**config.mk**
```make
export PLATFORM = sky130hd
export DESIGN_NAME = regfile_write_port_flat
export DESIGN_NICKNAME = d
export VERILOG_FILES = /design/src/rtl/regfile_wr_if.sv /design/src/rtl/regfile_write_port.sv /design/src/flat_wrapper.sv
export SDC_FILE = /design/constraint.sdc
export NUM_CORES = 1
export LEC_CHECK = 0
export BUFFER_PORTS_ARGS = -buffer_cell sky130_fd_sc_hd__buf_2
export CORE_AREA = 5 5 241 243
export CTS_CLUSTER_SIZE = 8
export DETAILED_ROUTE_END_ITERATION = 10
export DIE_AREA = 0 0 246 248
export GPL_ROUTABILITY_DRIVEN = 1
export PLACE_DENSITY = 0.69
export SYNTH_ARGS = -nofsm -noshare
export SYNTH_HDL_FRONTEND = slang
export SYNTH_SLANG_ARGS = --single-unit
```
**constraint.sdc**
```tcl
create_clock -name clk -period 2.9 [get_ports clk]
set_input_delay 0.145 -clock clk [delete_from_list [all_inputs] [get_ports clk]]
set_output_delay 0.145 -clock clk [all_outputs]
set_load 0.02 [all_outputs]
```
**src/rtl/regfile_wr_if.sv**
```systemverilog
// Write-request handshake bundle between a requester and the register-file write port.
interface regfile_wr_if #(
    parameter int WIDTH = 64
);
    logic             wr_valid;
    logic             wr_ready;
    logic [2:0]       wr_addr;
    logic [WIDTH-1:0] wr_data;

    modport master (output wr_valid, output wr_addr, output wr_data, input wr_ready);
    modport slave  (input wr_valid, input wr_addr, input wr_data, output wr_ready);
endinterface

```
**src/rtl/regfile_write_port.sv**
```systemverilog
// Write side of an 8-entry register file: a 2-deep in-order request queue that
// commits one entry per cycle into the register array.
module regfile_write_port #(
    parameter int          WIDTH       = 64,
    parameter bit          ZERO_REG_EN = 1'b1,
    parameter int unsigned ZERO_IDX    = 7
) (
    input  logic               clk,
    input  logic               reset,
    regfile_wr_if.slave        wr,
    input  logic               stall,
    output logic [8*WIDTH-1:0] regs_flat,
    output logic [7:0]         wen_onehot,
    output logic [1:0]         pending
);

    typedef struct packed {
        logic [2:0]       addr;
        logic [WIDTH-1:0] data;
    } entry_t;

    entry_t           queue [2];
    logic [1:0]       count;
    logic [WIDTH-1:0] regs [8];

    logic       accept;
    logic       commit;
    logic       zero_hit;
    logic [1:0] tail;

    // Ready is a pure function of queue occupancy; stall only gates the pop side.
    assign wr.wr_ready = (count != 2'd2) && !reset;
    assign pending     = count;

    always_comb begin
        accept   = wr.wr_valid && wr.wr_ready;
        commit   = (count != 2'd0) && !stall;
        zero_hit = ZERO_REG_EN && (queue[0].addr == 3'(ZERO_IDX));
        // A simultaneous pop shifts the queue down, so the new tail slot moves with it.
        tail     = count - {1'b0, commit};
    end

    // NOTE: all state below uses non-blocking assignments so every flop samples
    // pre-edge values; blocking here would let the shift and the tail write race.
    always_ff @(posedge clk) begin
        if (reset) begin
            count      <= 2'd0;
            wen_onehot <= 8'd0;
            queue[0]   <= '0;
            queue[1]   <= '0;
            // NOTE: the register array is reset explicitly because software may
            // read any register before its first write and must see zero.
            for (int i = 0; i < 8; i++) begin
                regs[i] <= '0;
            end
        end else begin
            count      <= 2'(count + {1'b0, accept} - {1'b0, commit});
            wen_onehot <= 8'd0;

            if (commit) begin
                queue[0] <= queue[1];
                if (!zero_hit) begin
                    regs[queue[0].addr] <= queue[0].data;
                    wen_onehot          <= 8'd1 << queue[0].addr;
                end
            end

            if (accept) begin
                queue[tail[0]] <= '{addr: wr.wr_addr, data: wr.wr_data};
            end
        end
    end

    always_comb begin
        for (int i = 0; i < 8; i++) begin
            regs_flat[i*WIDTH +: WIDTH] = regs[i];
        end
    end

endmodule

```
**src/flat_wrapper.sv**
```systemverilog
// flat-port wrapper written by rule: the top's interface ports become plain ports
module regfile_write_port_flat 
#(
    parameter int          WIDTH       = 64,
    parameter bit          ZERO_REG_EN = 1'b1,
    parameter int unsigned ZERO_IDX    = 7
)
  (clk, reset, stall, regs_flat, wen_onehot, pending, wr_wr_valid, wr_wr_addr, wr_wr_data, wr_wr_ready);
  regfile_wr_if #(.WIDTH(WIDTH)) wr_i ();
  input  logic clk;
  input  logic reset;
  input  logic stall;
  output logic [8*WIDTH-1:0] regs_flat;
  output logic [7:0] wen_onehot;
  output logic [1:0] pending;
  input wire logic [$bits(wr_i.wr_valid)-1:0] wr_wr_valid;
  input wire logic [$bits(wr_i.wr_addr)-1:0] wr_wr_addr;
  input wire logic [$bits(wr_i.wr_data)-1:0] wr_wr_data;
  output wire logic [$bits(wr_i.wr_ready)-1:0] wr_wr_ready;
  assign wr_i.wr_valid = wr_wr_valid;
  assign wr_i.wr_addr = wr_wr_addr;
  assign wr_i.wr_data = wr_wr_data;
  assign wr_wr_ready = wr_i.wr_ready;
  regfile_write_port #(.WIDTH(WIDTH), .ZERO_REG_EN(ZERO_REG_EN), .ZERO_IDX(ZERO_IDX)) u_core (.clk(clk), .reset(reset), .wr(wr_i), .stall(stall), .regs_flat(regs_flat), .wen_onehot(wen_onehot), .pending(pending));
endmodule
```
**Word-level counts from Yosys, hierarchy flattened**

Memory sizes are Yosys's and may differ from the RTL's.
Cells that the tools add are included.

- Add/sub/neg operators: 3
- Equal/unequal tests: 2
- Shift-type cells: 1
- Multiplexer cells: 19
- Bitwise gates (word level): 2
- Reductions and logical operators: 9

Operator list:

| operator | number |
|---|---|
| two-way mux 67 bit | 2 |
| OR reduction 67 bit | 1 |
| two-way mux 64 bit | 1 |
| OR reduction 64 bit | 1 |
| two-way mux 1 bit | 15 |
| left shift 1 x 3 -> 8 bit (first input constant) | 1 |
| == test 3 bit (second input constant) | 1 |
| logical AND 1 bit | 3 |
| two-way mux 3 bit | 1 |
| OR reduction 3 bit | 1 |
| adder 2 x 1 -> 2 bit | 1 |
| logical NOT 1 bit | 2 |
| inequality test 2 bit (second input constant) | 1 |
| nonzero test 2 bit | 1 |
| subtractor 2 x 1 -> 2 bit | 1 |
| inverter 1 bit | 1 |
| OR 1 bit | 1 |
| subtractor 1 bit | 1 |

- Register bits: 10
- Memory bits (writable): 646
- Input port bits: 71
- Output and inout bits: 523
- Logic and storage cells: 40
- Memories kept: 2

Memory list:

| memory | words | bits a word | rd ports | clocked after memory_dff | wr ports | RTL line | text |
|---|---|---|---|---|---|---|---|
| u_core.regs | 8 | 64 | 8 | 0 | 8 | regfile_write_port.sv:24 | `logic [WIDTH-1:0] regs [8];` |
| u_core.queue | 2 | 67 | 2 | 0 | 2 | regfile_write_port.sv:22 | `entry_t queue [2];` |

**Longest topological paths before layout**

Gate-level depths: netlist (run 1).

- Depth after elaboration: 8
- Depth in mapped cells: 6
- Gate-level depth less buffers: 5

**Least setup slack after synthesis (run 1)**

Ideal clock, no wire load.

- Path type: register -> register
- From: register u_core.count[0], in the netlist u_core.pending[0]
- To: memory u_core.queue[0][0] in the netlist's numbering (enable)
- Library setup time: 0.424 ns
- Arrival time: 2.287 ns
- Data required time: 2.476 ns
- Slack: 0.190 ns
- Stages on the path, launching flop included: 3
- Buffers on the path: 0
- Period minus slack after synthesis: 2.710 ns
- Cells stage by stage: dfxtp_1 > nor2_2 > a211o_1

RTL lines:

| what | RTL line | text |
|---|---|---|
| start, declared | regfile_write_port.sv:23 | `logic [1:0] count;` |
| start signal, assigned | regfile_write_port.sv:57 | `count <= 2'(count + {1'b0, accept} - {1'b0, commit});` |
| end, declared | regfile_write_port.sv:22 |  |

==> results of run 1 <==
[layout make-up]
cell class                      count  area share [%]
Multi-Input combinational cell    753            15.6
Antenna cell                        2          0.0155
Clock inverter                      7           0.443
Clock buffer                      115            7.48
Tap cell                          756            2.94
Sequential cell                   656            60.9
Inverter                            1          0.0117
Timing Repair Buffer              697            12.6
[power groups by stage]
stage / Clock, W / Combinational (W) / Sequential (W)
floorplan: 0 / 0.000317 / 0.0117
global placement: 0 / 0.00137 / 0.0114
detailed placement: 0 / 0.00139 / 0.0114
CTS: 0.00977 / 0.00148 / 0.0112
global route: 0.0102 / 0.00154 / 0.0112
finish: 0.00963 / 0.00146 / 0.0112
[sequential cells by signal, summed over array words and instances (netlist names)]
register,count
u_core.wen_onehot,8
u_core.pending,2
u_core.queue,134
u_core.regs,512
[kinds of logic (layout without fill, tap and decap cells)]
| family | count (synthesis) | in the layout | share of synthesized area (%) |
|---|---|---|---|
| flip-flops | 656 | 656 | 78.9 |
| XOR/XNOR | 1 | 1 | 0.0353 |
| adder cells (fa/ha/maj) | 1 | 1 | 0.0504 |
| multiplexers | 67 | 67 | 3.04 |
| AO/OA/AOI/OAI | 3 | 3 | 0.0756 |
| AND/OR/NAND/NOR | 616 | 616 | 15.6 |
| other | 1 | 67 | 0.0151 |
| buffers and inverters | 81 | 820 | 2.27 |
[metrics by stage]
stage	power (W)	util [%]	hold slack (ps)	instances
after global routing	0.0230	57.8	96.3	2986
after CTS	0.0225	57.8	13.4	2985
after detailed placement	0.0128	52.0	441	2795
after floorplan	0.0120	-	217	1490
after global placement	0.0127	52.0	439	2795
final	0.0223	57.8	69.9	2987
[cell usage after synthesis (all sizes together) (2+ instances only)]
master / n / area, um^2
nand2: 2 / 7.51
or2: 11 / 68.8
buf: 50 / 448
nor2: 7 / 28.8
edfxtp: 646 / 19400
and3: 67 / 419
nor4: 7 / 87.6
o21ai: 2 / 10.0
mux2: 67 / 754
and2: 515 / 3220
dfxtp: 10 / 200
clkbuf: 30 / 113
nand2b: 4 / 25.0
nor2b: 2 / 12.5
[worst reg2reg max path: cells and delay by family (launching register included)]
kind	cells	cell delay, ps
buffers and inverters	2	950
flip-flops	1	580
AND/OR/NAND/NOR	2	610
[worst paths after layout]
| path | end | slack, ps | cells after the start |
|---|---|---|---|
| min | u_core.pending[1] | 70 | 4 |
| max reg2reg | u_core.regs[4][48] | 630 | 4 |
| min reg2reg | u_core.pending[1] | 650 | 3 |
| max | u_core.regs[4][48] | 630 | 4 |
[metal layers]
layer | GRT usage, % | share of wire [%] | routed length (um)
met5 | 0 | 0.019 | 13
met2 | 36.4 | 49 | 33500
met3 | 6.36 | 9.1 | 6150
met1 | 27.5 | 40 | 26800
met4 | 6.70 | 2.1 | 1390
[timing repair]
item / in CTS / in global routing
hold buffers: 68 / 0
resized for setup: 0 / 0
endpoints found under the hold margin: 136 / 0
==> reports/summary.txt, run 1 <==
Power share of the clock group = 43.2%
Fmax = 441 MHz
I/O Buffers = 593
Number of routed nets with antenna violations = 0
Cell leakage power = 13.7 nW
Total negative slack = 0 ps
Cell Area, Synth = 24800 um^2
First-pass GRT wire length = 98800 um
Chip Height = 248 um
Endpoints failing setup = 0
IO Count = 594
Layout Nets = 2273
Sw Ratio = 22.8%
Final Hold Fails = 0
Max_slew headroom = 43.5%
Cell area after placement = 29000 um^2
Post-route DRC = 0
Max Slew Vio Count = 0
FF/Latch Area = 19600 um^2
Largest net degree at the start of global routing = 68
Share of cells above drive strength 1 = 36.6%
Slowest Stage Delay on Critical Path = 710 ps
Clock Tree Root = clkbuf_16
Library cells used by synthesis = 24
Clk_lat worst skew = 610 ps
Register area share after synthesis = 78.9%
Clock Pin Slew Worst Setup and Hold Paths = 50 ps
PwrDens = 692 nW/um^2
Ys async rst share = 0%
CP Launch Type = flop
TritonCTS Buffers = 92
CP Data Required Time = 3370 ps
Critical Path AT = 2740 ps
P_int = 0.0172 W
Drt first-iter violations = 1143
Final period utilization = 78.2%
Measured slew at the worst slew-check pin = 848 ps
DP HPWL = 43500 um
Seq cells post-synth = 656
Worst VDD drop = 0.492 mV
Gr ovfl total = 0
Cell family with most CP delay = buffers and inverters
Crit Path Category = flop to flop
Hold crit path type = input pin to flop
Critical-path top delay cell = buf_4
Fill count = 4272
Top FF cell, synth = edfxtp_1
CTS H-tree depth = 3
Crit-path max FO = 66
Most frequent cells in the layout = 646 x edfxtp_1, 592 x buf_2, 515 x and2_1
Number of flops mapped to enable cells by yosys = 646
DRT Pass-1 Iters = 5
Routed WL per cell = 22.7 um
Comb pwr share = 6.5%
Clock sink count = 656
DIE AREA = 61000 um^2
Core Region = 55700 um^2
CP endpoint kind = flop
Syn-to-layout area delta = 29.6%
Final wirelength = 67800 um
Post-CTS Repair Setup Buffers = 0
Vias in the first global route = 15499
Critical Path Start = u_core.queue[0][66]
Worst Hold Launch = stall
Vias per cell = 4.95
Area of the multi-input gates = 5020 um^2
CTS tree = built
Min Tclk post-route = 2270 ps
Max Cap Violations = 0
Crit path buffers/inverters = 2
Cell row count = 87
Critical R2R Launch = u_core.queue[0][66]
Commonest non-fill, non-tap cell in the layout = edfxtp_1
Pre-CTS setup slack = 621 ps
Flop pwr share = 50.2%
RSZ-0062 raised after global routing = false
Mapped Avg Cell Area = 17.4 um^2
Worst Skew = 16.4 ps
Max clock buf depth = 3
Mapped Cells = 1426
Via Count = 14793
Syn. warnings = 0
Final GP Congestion = 0.808
Final Cell Area = 32200 um^2
Starting density of the core = 44.6%
Net Sw Power = 0.00509 W
Initial antenna violation count = 3
Chip width = 246 um
GRT Util Overall = 21.7%
Setup ws final = 632 ps
Status = finished clean
Crit-path cells = inv_1 -> nor4_4 -> buf_4 -> and2_1
Note: power is estimated with default switching activity, not from simulation.
==> run 2: changes to the inputs <==
--- a/config.mk
+++ b/config.mk
@@ -5,13 +5,14 @@
 export SDC_FILE = /design/constraint.sdc
 export NUM_CORES = 1
 export LEC_CHECK = 0
+export ABC_AREA = 1
 export BUFFER_PORTS_ARGS = -buffer_cell sky130_fd_sc_hd__buf_2
-export CORE_AREA = 5 5 241 243
+export CORE_AREA = 5 5 238 240
 export CTS_CLUSTER_SIZE = 8
 export DETAILED_ROUTE_END_ITERATION = 10
-export DIE_AREA = 0 0 246 248
+export DIE_AREA = 0 0 243 245
 export GPL_ROUTABILITY_DRIVEN = 1
-export PLACE_DENSITY = 0.69
+export PLACE_DENSITY = 0.68
 export SYNTH_ARGS = -nofsm -noshare
 export SYNTH_HDL_FRONTEND = slang
 export SYNTH_SLANG_ARGS = --single-unit
==> constraint.sdc (replaced) <==
create_clock -name clk -period 2.1 [get_ports clk]
set_input_delay 0.105 -clock clk [delete_from_list [all_inputs] [get_ports clk]]
set_output_delay 0.105 -clock clk [all_outputs]
set_load 0.02 [all_outputs]
==> reports/summary.txt, run 2 <==
Post-synthesis simple-gate area fraction = 13.0% (-2.6 points)
Adder-Cell Fraction of Synth Area = 0.0521% (+0.0017 points)
Critical-path top delay cell = buf_4
Synth area leader = edfxtp_1
Xor-xnor portion of the synthesized cell area = 0% (-0.035 points)
Number of routed nets with antenna violations = 0 (unchanged)
Cell row count = 86 (-1.1%)
Chip width = 243 um (-1.2%)
Syn-to-layout area delta = 31.7%
CP endpoint kind = flop
Worst VDD drop = 0.684 mV (+39%)
Flop pwr share = 49.7% (-0.5 points)
Hold Crit Depth = 3 (-1)
Number of flops mapped to enable cells by yosys = 646 (unchanged)
Most flops, register = u_core.regs
Net Sw Power = 0.00711 W (+40%)
Cell repeated most along the worst path = nand2_1
Via Count = 16091 (+8.8%)
Initial antenna violation count = 4 (+1)
Largest family of logic cells by synthesized area = simple AND/OR/NAND/NOR gates
Max_slew headroom = 47.0% (+3.5 points)
Commonest non-fill, non-tap cell in the layout = edfxtp_1
Seq cells post-synth = 656 (unchanged)
I/O Buffers = 593 (unchanged)
Slowest Stage Delay on Critical Path = 620 ps (-90 ps)
Cell Area, Synth = 24000 um^2 (-3.3%)
Measured slew at the worst slew-check pin = 795 ps (-52.7 ps)
Post-route DRC = 0 (unchanged)
Endpoints failing setup = 0 (unchanged)
Worst Skew = 27.6 ps (+11.2 ps)
Clock sink count = 656 (unchanged)
CP Launch Type = flop
Multiplexer share of the synthesized area = 0% (-3.0 points)
Power share of the clock group = 42.6% (-0.6 points)
Vias in the first global route = 16190 (+4.5%)
DP HPWL = 45300 um (+4.0%)
Status = finished clean
Final wirelength = 68200 um (+0.56%)
TritonCTS Buffers = 92 (unchanged)
CTS H-tree depth = 3 (unchanged)
Starting density of the core = 44.1% (-0.45 points)
Ys async rst share = 0% (unchanged)
DRT Pass-1 Iters = 5 (unchanged)
Hold crit path type = input pin to flop
Crit-path max FO = 64 (-3.0%)
Max FFs per register = 512 (unchanged)
Mapped Cells = 1778 (+25%)
Mapped Avg Cell Area = 13.5 um^2 (-22%)
Chip Height = 245 um (-1.2%)
IO Count = 594 (unchanged)
Final GP Congestion = 0.841 (+4.1%)
Vias per cell = 4.88 (-1.5%)
Max Cap Violations = 0 (unchanged)
Final Non-Filler Cells = 3298 (+10%)
Syn. warnings = 0 (unchanged)
Drt first-iter violations = 1175 (+2.8%)
Most frequent cells in the layout = 646 x edfxtp_1, 593 x buf_2, 586 x nor2_1
Share of cells above drive strength 1 = 29.4% (-7.2 points)
Crit Path Category = flop to flop
Post-Place Cells = 3101 (+11%)
Post-synthesis compound-gate area fraction = 0.0938% (+0.018 points)
Layout Nets = 2631 (+16%)
Library cells used by synthesis = 22 (-8.3%)
Cell leakage power = 14.0 nW (+1.6%)
Most numerous cell in the Yosys netlist = edfxtp_1
Crit-path cells = inv_2 -> nand2_1 -> nand3_4 -> buf_4 -> nor2_1 -> nand2_1 -> nand2_1
Register area share after synthesis = 81.6% (+2.7 points)
R2R depth = 7 (+3)
PwrDens = 969 nW/um^2 (+40%)
Worst Hold Launch = reset
Top FF cell, synth = edfxtp_1
DIE AREA = 59500 um^2 (-2.4%)
Routed WL per cell = 20.7 um (-8.9%)
R2r setup slk = 210 ps (-430 ps)
Biggest regs = u_core.regs (512), u_core.queue (134), u_core.wen_onehot (8)
Comb pwr share = 7.7% (+1.2 points)
Critical Path AT = 2260 ps (-480 ps)
Largest net degree at the start of global routing = 68 (unchanged)
Top cells by area, synth = edfxtp_1 81%, nor2_1 9.2%, nand2_1 3.5%, inv_1 3.3%, buf_2 0.96%
Min Tclk post-route = 1890 ps (-374 ps)
First-pass GRT wire length = 100000 um (+1.5%)
Overall power = 0.0307 W (+37%)
Max clock buf depth = 3 (unchanged)
Clock Pin Slew Worst Setup and Hold Paths = 50 ps (about the same)
Max Slew Vio Count = 0 (unchanged)
Core Region = 54400 um^2 (-2.3%)
Clock Tree Root = clkbuf_16
Clk_lat worst skew = 640 ps (+30 ps)
Critical R2R Launch = u_core.pending[1]
Area share of the largest cell type after synthesis = 80.8% (+2.7 points)
Gr ovfl total = 0 (unchanged)
RR Endpoint = u_core.queue[0][27]
Hold EP = u_core.queue[0][66]
CTS tree = built
Fmax = 528 MHz (+20%)
CP Data Required Time = 2470 ps (-900 ps)
GRT Util Overall = 22.3% (+0.57 points)
Final period utilization = 90.2% (+12 points)
RSZ-0062 raised after global routing = false
Sw Ratio = 23.2% (+0.38 points)
Final Hold Fails = 0 (unchanged)
P_int = 0.0235 W (+37%)
Synth top cells by count = 646 x edfxtp_1, 587 x nor2_1, 221 x nand2_1, 211 x inv_1, 46 x buf_2
-- run 2: cell count changes after synthesis, moves of 10 or more --
cell,previous run,this run
nand2_1,2,221
buf_2,13,46
mux2_2,67,0
inv_1,1,211
nor2_1,6,587
or2_2,10,0
clkbuf_1,30,11
and3_1,67,0
buf_6,28,4
and2_1,515,0
-- run 2: worst max path at each step --
| stage | slack [ps] | start | endpoint | cells past startpoint |
|---|---|---|---|---|
| 2_1_floorplan | -50 | u_core.pending[0] | u_core.regs[0][0] | 8 |
| 3_3_place_gp | 270 | u_core.pending[0] | u_core.queue[1][42] | 6 |
| 3_5_place_dp | 160 | u_core.pending[0] | u_core.queue[1][30] | 6 |
| 4_1_cts | 140 | u_core.pending[0] | u_core.queue[1][25] | 6 |
| 5_1_grt | 70 | u_core.pending[0] | u_core.queue[0][23] | 7 |
| 6_report | 210 | u_core.pending[1] | u_core.queue[0][27] | 7 |
-- run 2: cells by family after synthesis --
logic type,Yosys count
flops,656
fa+ha+maj,1
other cells,1
compound gates,4
simple gates,821
buf+inv,295
-- run 2: worst max-delay path: cells and delay by family (launching register included) --
| kind | cells | cell delay [ps] |
|---|---|---|
| flip-flops | 1 | 360 |
| buffers and inverters | 2 | 700 |
| AND/OR/NAND/NOR | 5 | 540 |
-- run 2: layer usage --
metal  part of all wire [%]  wire length, um  global-route usage (%)  up-vias
li1                       -                -                       -     7273
met1                     38            25800                    27.2     7844
met2                     50            34400                    37.9      830
met3                    8.5             5810                    5.99      144
met4                    3.3             2240                    8.95        0
met5                      0                0                       0        -
-- run 2: layout make-up --
| type | instances | area (um^2) |
|---|---|---|
| multi-input combinational | 891 | 3560 |
| clock buffer | 115 | 2390 |
| timing repair buffer | 702 | 4260 |
| fill | 4238 | 22800 |
| antenna | 6 | 15.0 |
| tap | 704 | 881 |
| clock inverter | 8 | 111 |
| sequential | 656 | 19600 |
| inverter | 216 | 811 |
-- run 2: what timing repair did --
action                                 in CTS  in global routing
resized for setup                           0                  1
endpoints found under the hold margin     135                  0
hold buffers                               68                  0
setup endpoints to repair                   0                 17
buffers inserted                            0                  0
-- run 2: per-stage QoR --
stage | util, % | setup TNS (ps) | hold WS (ps) | worst slack, ps | cell area (um^2)
after floorplan | - | -20260 | 174 | -54.5 | 24300
after global placement | 52.2 | 0 | 393 | 272 | 28400
after detailed placement | 52.2 | 0 | 395 | 159 | 28400
after CTS | 58.1 | 0 | 1.93 | 137 | 31600
after global routing | 58.1 | 0 | 30.4 | 67.0 | 31600
final | 58.1 | 0 | 27.9 | 206 | 31600
-- run 2: power groups by stage --
stage	clock, W	sequential (W)	combinational, W
2_1_floorplan	0	0.0160	0.000606
3_3_place_gp	0	0.0155	0.00222
3_5_place_dp	0	0.0155	0.00224
4_1_cts	0.0133	0.0152	0.00237
5_1_grt	0.0139	0.0153	0.00250
6_report	0.0131	0.0152	0.00236
==> run 3: changes to the inputs <==
--- a/config.mk
+++ b/config.mk
@@ -6,13 +6,12 @@
 export NUM_CORES = 1
 export LEC_CHECK = 0
 export ABC_AREA = 1
-export BUFFER_PORTS_ARGS = -buffer_cell sky130_fd_sc_hd__buf_2
 export CORE_AREA = 5 5 238 240
 export CTS_CLUSTER_SIZE = 8
 export DETAILED_ROUTE_END_ITERATION = 10
 export DIE_AREA = 0 0 243 245
+export DONT_BUFFER_PORTS = 1
 export GPL_ROUTABILITY_DRIVEN = 1
-export PLACE_DENSITY = 0.68
 export SYNTH_ARGS = -nofsm -noshare
 export SYNTH_HDL_FRONTEND = slang
 export SYNTH_SLANG_ARGS = --single-unit
==> reports/summary.txt, run 3 (synthesized netlist as in run 2, its figures left out) <==
Final Hold Fails = 0 (unchanged)
Clock sink count = 656 (unchanged)
Final period utilization = 94.6% (+4.4 points)
Chip Height = 245 um (unchanged)
Biggest regs = u_core.regs (512), u_core.queue (134), u_core.wen_onehot (8)
First-pass GRT wire length = 92300 um (-8.0%)
Endpoints failing setup = 0 (unchanged)
Vias in the first global route = 13644 (-16%)
Worst VDD drop = 0.635 mV (-7.1%)
Max Slew Vio Count = 0 (unchanged)
CP endpoint kind = flop
Slowest Stage Delay on Critical Path = 600 ps (-20 ps)
Largest net degree at the start of global routing = 69 (+1.5%)
Final wirelength = 64400 um (-5.6%)
Grt met2 use = 34.8% (-3.1 points)
Max Cap Violations = 0 (unchanged)
Starting density of the core = 44.1% (unchanged)
Clk_lat worst skew = 640 ps (about the same)
Drt first-iter violations = 1021 (-13%)
DRT Pass-1 Iters = 5 (unchanged)
Crit Path Category = input pin to flop
Gr ovfl total = 0 (unchanged)
Share of cells above drive strength 1 = 8.44% (-21 points)
I/O Buffers = 0 (-100%)
Critical Path AT = 2470 ps (+210 ps)
Cell leakage power = 11.4 nW (-18%)
Clock Tree Root = clkbuf_16
Clock Pin Slew Worst Setup and Hold Paths = 50 ps (about the same)
GR Layer Usage met3 = 6.79% (+0.81 points)
Chip width = 243 um (unchanged)
Max clock buf depth = 3 (unchanged)
Fmax = 504 MHz (-4.6%)
TritonCTS Buffers = 92 (unchanged)
Worst Skew = 34.9 ps (+7.31 ps)
Pre-CTS setup slack = 345 ps (+185 ps)
Syn-to-layout area delta = 19.8%
Most flops, register = u_core.regs
Post-route DRC = 0 (unchanged)
Number of routed nets with antenna violations = 0 (unchanged)
Via Count = 13657 (-15%)
Commonest non-fill, non-tap cell in the layout = edfxtp_1
Core Region = 54400 um^2 (unchanged)
Layout Nets = 2041 (-22%)
Status = finished clean
Hold crit path type = input pin to flop
CP Launch Type = input pin
DP HPWL = 41400 um (-8.5%)
PwrDens = 1060 nW/um^2 (+9.4%)
CTS tree = built
GRT Util Overall = 21.0% (-1.3 points)
Crit-path max FO = 68 (+6.3%)
Cell row count = 86 (unchanged)
Max_slew headroom = 46.7% (-0.27 points)
Met1 GRT Util = 26.3% (-0.90 points)
Cell repeated most along the worst path = dlygate4sd3_1
Final Cell Area = 28800 um^2 (-9.0%)
GRT busiest layer = met2
Initial antenna violation count = 4 (unchanged)
IO Count = 594 (unchanged)
Routed WL per cell = 23.8 um (+15%)
Measured slew at the worst slew-check pin = 799 ps (+4.05 ps)
Final Non-Filler Cells = 2710 (-18%)
Post-Place Cells = 2507 (-19%)
Most frequent cells in the layout = 646 x edfxtp_1, 586 x nor2_1, 211 x inv_1
CTS H-tree depth = 3 (unchanged)
Cell family with most CP delay = buffers and inverters
DIE AREA = 59500 um^2 (unchanged)
Final GP Congestion = 0.795 (-5.4%)
Critical-path top delay cell = dlygate4sd3_1
Post-CTS resize count = 0 (unchanged)
Final core occ = 52.8% (-5.2 points)
Vias per cell = 5.04 (+3.3%)
Min Tclk post-route = 1990 ps (+91.6 ps)
Cell area after placement = 25400 um^2 (-11%)
Crit path buffers/inverters = 4 (+2)
RSZ-0062 raised after global routing = false
Setup ws final = 114 ps (-91.6 ps)
CP Data Required Time = 2590 ps (+120 ps)
Max FFs per register = 512 (unchanged)
Crit-path cells = dlygate4sd3_1 -> buf_16 -> inv_2 -> nand2_1 -> nor2_2 -> ha_1 -> nand3b_1 -> a21oi_1 -> dlygate4sd3_1
==> run 3: area by class of cell <==
cell class                 count  area (um^2)
clock buffer                 121         2470
clock inverter                 7          110
inverter                     216          811
sequential                   656        19600
antenna                        3         7.51
tap                          704          881
multi-input combinational    891         3560
fill                        4452        25700
timing repair buffer         112         1330
==> run 3: report_power, final <==
part | internal [W] | switching, W
Combinational | 0.000285 | 0.000942
Sequential | 0.0151 | 0.000861
Clock | 0.00812 | 0.00520
Total | 0.0235 | 0.00701
==> run 3: layer usage <==
layer,part of all wire (%),vias up
met3,9.5,111
met5,0.020,-
met4,2.5,2
met1,39,6745
li1,-,6085
met2,49,714
==> run 3: path summary, 6_finish.rpt <==
kind	from	end	slack (ps)	cells past startpoint
worst min register to register	u_core.queue[1][63]	u_core.queue[0][63]	620	4
worst max register to register	u_core.pending[1]	u_core.pending[1]	120	7
worst max-delay path	reset	u_core.pending[1]	110	9
worst min-delay path	stall	u_core.queue[0][55]	50	4
==> run 3: metrics by stage <==
stage	power (W)	hold slack (ps)	setup TNS, ps
4_1_cts	0.0307	25.7	0
5_1_grt	0.0315	72.0	0
3_5_place_dp	0.0173	188	0
3_3_place_gp	0.0172	185	0
2_1_floorplan	0.0166	174	-20260
6_report	0.0305	50.7	0
==> run 3: what timing repair did <==
item / 4_1_cts / 5_1_grt
endpoints found under the hold margin: 225 / 0
buffers inserted: 0 / 0
hold buffers: 72 / 0
endpoints found under the setup margin: 0 / 0
==> run 3: worst register-to-register path, stage by stage, from the launching register on <==
cell and delay (ps):
dfxtp_1 370, buf_4 200, nand3_1 120, nand2_1 210
ha_1 220, nand3b_1 110, a21oi_1 60, dlygate4sd3_1 570
